[src/rtl/mar_burst.sv]
// Memory address register: bus load, single step, autonomous post-increment burst, base/limit wrap window.
// Latency: load/step/ack take effect at the capturing edge; done/wrapped are registered pulses one cycle later.
// Backpressure: a burst request holds its address and mem_req until mem_ack is seen; no timeout.
module mar_burst #(
    parameter int WIDTH = 16,
    parameter int LEN_W = 8
) (
    input  logic             i_clk,
    input  logic             i_reset,
    input  logic [WIDTH-1:0] i_bus,
    input  logic             i_load,
    input  logic             i_load_base,
    input  logic             i_load_limit,
    input  logic             i_step,
    input  logic             i_wrap_en,
    input  logic             i_start,
    input  logic [LEN_W-1:0] i_burst_len,
    input  logic             i_mem_ack,
    output logic [WIDTH-1:0] o_address,
    output logic             o_mem_req,
    output logic             o_busy,
    output logic             o_done,
    output logic             o_wrapped
);

    typedef enum logic {
        S_IDLE  = 1'b0,
        S_BURST = 1'b1
    } state_t;

    state_t           r_state;
    state_t           w_state_nxt;

    logic [WIDTH-1:0] r_address;
    logic [WIDTH-1:0] r_base;
    logic [WIDTH-1:0] r_limit;
    logic [LEN_W-1:0] r_count;
    logic             r_done;
    logic             r_wrapped;

    logic [WIDTH-1:0] w_adv_addr;
    logic             w_adv_wraps;
    logic             w_idle;
    logic             w_in_burst;
    logic             w_start_burst;
    logic             w_start_zero;
    logic             w_step_adv;
    logic             w_burst_ack;
    logic             w_last_ack;
    logic             w_advance;

    // Advance rule: wrap to base only when sitting exactly on limit with wrap enabled,
    // otherwise a plain modulo-2^WIDTH increment (limit is irrelevant then).
    always_comb begin
        w_adv_wraps = i_wrap_en && (r_address == r_limit);
        w_adv_addr  = w_adv_wraps ? r_base : (r_address + WIDTH'(1));
    end

    // Command decode; every IDLE-only command is masked while a burst owns the register.
    always_comb begin
        w_idle        = (r_state == S_IDLE);
        w_in_burst    = (r_state == S_BURST);
        w_start_burst = w_idle && i_start && (i_burst_len != '0);
        w_start_zero  = w_idle && i_start && (i_burst_len == '0);
        // start wins over step, load wins over step
        w_step_adv    = w_idle && i_step && !i_load && !i_start;
        w_burst_ack   = w_in_burst && i_mem_ack;
        w_last_ack    = w_burst_ack && (r_count == LEN_W'(1));
        w_advance     = w_step_adv || w_burst_ack;
    end

    // State register
    always_ff @(posedge i_clk or negedge i_reset) begin
        if (!i_reset) begin
            r_state <= S_IDLE;
        end else begin
            r_state <= w_state_nxt;
        end
    end

    // Next-state logic: enter BURST on a non-empty start, leave on the final ack
    always_comb begin
        w_state_nxt = r_state;
        case (r_state)
            S_IDLE: begin
                if (w_start_burst) begin
                    w_state_nxt = S_BURST;
                end
            end
            S_BURST: begin
                if (w_last_ack) begin
                    w_state_nxt = S_IDLE;
                end
            end
            default: w_state_nxt = S_IDLE;
        endcase
    end

    // Output decode: request and busy follow the state register directly so reset clears them at once
    always_comb begin
        o_mem_req = 1'b0;
        o_busy    = 1'b0;
        case (r_state)
            S_BURST: begin
                o_mem_req = 1'b1;
                o_busy    = 1'b1;
            end
            default: begin
                o_mem_req = 1'b0;
                o_busy    = 1'b0;
            end
        endcase
        o_address = r_address;
        o_done    = r_done;
        o_wrapped = r_wrapped;
    end

    // Address register: bus load in IDLE, otherwise advance on step or accepted transfer
    always_ff @(posedge i_clk or negedge i_reset) begin
        if (!i_reset) begin
            r_address <= '0;
        end else if (w_idle && i_load) begin
            r_address <= i_bus;
        end else if (w_advance) begin
            r_address <= w_adv_addr;
        end
    end

    // Window registers; base>limit is allowed, wrap simply fires only at address==limit
    always_ff @(posedge i_clk or negedge i_reset) begin
        if (!i_reset) begin
            r_base  <= '0;
            r_limit <= '1;
        end else begin
            if (w_idle && i_load_base) begin
                r_base <= i_bus;
            end
            if (w_idle && i_load_limit) begin
                r_limit <= i_bus;
            end
        end
    end

    // Remaining-transfer counter, reaches zero on the last ack
    always_ff @(posedge i_clk or negedge i_reset) begin
        if (!i_reset) begin
            r_count <= '0;
        end else if (w_start_burst) begin
            r_count <= i_burst_len;
        end else if (w_burst_ack) begin
            r_count <= r_count - LEN_W'(1);
        end
    end

    // Completion and wrap pulses, each high for exactly the cycle after its causing edge
    always_ff @(posedge i_clk or negedge i_reset) begin
        if (!i_reset) begin
            r_done    <= 1'b0;
            r_wrapped <= 1'b0;
        end else begin
            r_done    <= w_start_zero || w_last_ack;
            r_wrapped <= w_advance && w_adv_wraps;
        end
    end

endmodule

[config.mk]
export PLATFORM = sky130hd
export DESIGN_NAME = mar_burst
export DESIGN_NICKNAME = d
export VERILOG_FILES = /design/src/rtl/mar_burst.sv
export SDC_FILE = /design/constraint.sdc
export NUM_CORES = 1
export LEC_CHECK = 0
export ABC_AREA = 1
export CORE_ASPECT_RATIO = 0.9
export CORE_UTILIZATION = 33
export DETAILED_ROUTE_END_ITERATION = 16
export DONT_BUFFER_PORTS = 1
export PLACE_DENSITY = 0.58
export SETUP_SLACK_MARGIN = 0.05
export SYNTH_ARGS = -nofsm -noshare
export SYNTH_HDL_FRONTEND = slang
export SYNTH_SLANG_ARGS = --single-unit
[constraint.sdc]
create_clock -name i_clk -period 3.9 [get_ports i_clk]
set_input_delay 0.975 -clock i_clk [delete_from_list [all_inputs] [get_ports i_clk]]
set_output_delay 0.975 -clock i_clk [all_outputs]
set_load 0.03 [all_outputs]
==> impl_metrics.toml <==
[run_status]
status = "finished with violations"
violations = "design-rule violations"

[grt]
grt_max_degree = 60
grt_overflow = 0
grtUsageTotal_pct = 17.8
grt_pass1_wl_um = 15500
grt_pass1_vias = 3063
grt_antenna_before_repair = 0

[detailed_routing]
routed_wl_um = 9300
drtPass1Iterations = 10
vias_per_cell = 4.89
wl_met1_um = 4540
dr_wl_met2_um = 4090
initialDrtViolationCount = 192
ant_nets = 0
route.vias.total = 3092
highest_layer = "met4"
drc_errors = 2
met3_length_um = 521
wl_per_cell_um = 14.7

[layout]
final_cell_mix = "171 x nand2_1, 62 x inv_1, 47 x o21ai_0"
final_common_cell = "nand2_1"
diodes = 0
post-route-util_pct = 38.3
drive_gt1_share_pct = 14.9
nNetsFinal = 535
area_growth_pct = 10.8

[logic_synthesis]
synth_top_area_share_pct = 29.8
synth_area_um2 = 3610
avgSynthCellArea_um2 = 7.20
ys_seq_area_share_pct = 41.4
synth_cell_types = 34
ys_seq_elements = 59
synth_top_cell_by_area = "dfrtp_1"
synth_ff_type = "dfrtp_1"
synth_edf_count = 0
netlist_instances = 502
synthTopCellsByArea = "dfrtp_1 30%, nand2_1 18%, dfstp_2 12%"
ys_warn_count = 0
syn_nets = 538
async_reset_ff_share_pct = 100

[critical_path]
startpoint_type = "flop"
arrival_ps = 2620
crit_required_ps = 4110
path_class = "flop to flop"
setup.worst_path.end_class = "flop"
cp_max_fo = 16

[power]
power_mw = 3.45
powerDensity_nw_per_um2 = 862
vdd_ir_drop_max_mv = 0.285
p_leak_nw = 2.00

[sta]
fin_crit_ps = 2410
post-route-period-util_pct = 61.7
setup_viol = 0
hold_viol = 0
fin_skew_ps = 12.9
tightestPinTransition_ps = 1030
max_freq_ghz = 0.416
slew_viol_final = 0
relSlewSlack_pct = 31.2
rsz0062_at_grt = "false"
finalSetupTns_ps = 0
setup_ws_ps = 1490

[placed_design]
place_ws_ps = 1450
port_buffers = 0
globalplace.congestion = 0.858
post-dp-hpwl_um = 6650

[floorplanning]
start_util_pct = 34.5
rows = 35
io-pin-count = 53
die_area_um2 = 11400
die_h_um = 101
die_x_um = 112
coreArea_um2 = 10500

[clock_tree]
cts-htree-levels = 3
tritoncts = "yes"
root_buffer = "clkbuf_16"
numCtsBuffers = 9
cts-resized-gates = 0
holdBufCountCts = 0
cts_setup_buffers = 0
cts_buffer_depth = 2
clkLatencyLatePin_ps = 340
clk_pin_slew_ps = 60
numClockSinks = 59

[job]
max_cap_viol_count = 0

[worst_hold_path]
min_path_type = "input pin to asynchronous set/reset pin"
## area by class of cell
class	instances	area [µm²]
tap	129	161
clock inverter	2	35.0
fill	1101	6460
inverter	78	293
clock buffer	13	270
sequential	59	1500
multi-input combinational	351	1750
## routing by layer
layer  track usage (%)  vias up
li1                  -     1578
met1              23.0     1436
met2              28.0       66
met3              5.75       12
met4              6.36        0
met5                 0        -
## synth_stat cells (all sizes together) (2+ instances only)
| library cell | count |
|---|---|
| dfrtp | 43 |
| nor2 | 37 |
| xnor2 | 2 |
| xor2 | 14 |
| nand2 | 181 |
| nand3 | 24 |
| clkbuf | 6 |
| o211ai | 6 |
| inv | 78 |
| o21ai | 48 |
| o21bai | 3 |
| buf | 8 |
| dfstp | 16 |
| a21oi | 2 |
| nor4 | 3 |
| nor3 | 5 |
| o22ai | 8 |
| ha | 3 |
| nand4 | 12 |
## critical path, cell delays in order, from the launching register on
cell,delay (ps)
dfrtp_1,780
nand2_1,420
nand2_2,360
nor2_4,120
inv_2,280
o22ai_1,110
o21bai_2,210
## cells by family (layout without fill, tap and decap cells)
logic type               count (synthesis)  in the layout  synth area share, %
XOR/XNOR                                16             16                 3.88
adder cells (fa/ha/maj)                  3              3                 1.04
flip-flops                              59             59                 41.4
buffers and inverters                   92             93                 10.2
AND/OR/NAND/NOR                        262            262                 31.8
AO/OA/AOI/OAI                           70             70                 11.7
## worst paths after layout
kind	startpoint	to	cells past startpoint	slack (ps)
setup reg to reg	r_state	o_address[7]	6	1490
setup / recovery	r_state	o_address[7]	6	1490
hold / removal	i_reset	o_wrapped	0	340
hold reg to reg	r_base[14]	r_base[14]	2	490
max in group asynchronous	i_reset	r_limit[15]	0	3370
min in group i_clk	r_base[14]	r_base[14]	2	490
## state kept, by name (all words and copies together) (netlist names)
| name | flops |
|---|---|
| o_done | 1 |
| r_base | 16 |
| r_count | 8 |
| r_state | 1 |
| o_address | 16 |
| r_limit | 16 |
| o_wrapped | 1 |
## power breakdown
group	internal (mW)	total, mW	switching, mW
Clock	0.542	0.814	0.273
Sequential	0.930	1.39	0.465
Combinational	0.455	1.24	0.788
Total	1.93	3.45	1.53
## stage by stage
| step | instances | instance area [µm²] | hold slack [ps] |
|---|---|---|---|
| after global routing | 632 | 4010 | 327 |
| after detailed placement | 617 | 3700 | 478 |
| after floorplan | 502 | 3610 | 453 |
| final | 632 | 4010 | 338 |
| after CTS | 632 | 4010 | 330 |
| after global placement | 617 | 3700 | 474 |
Power figures use the tool's default switching activity.
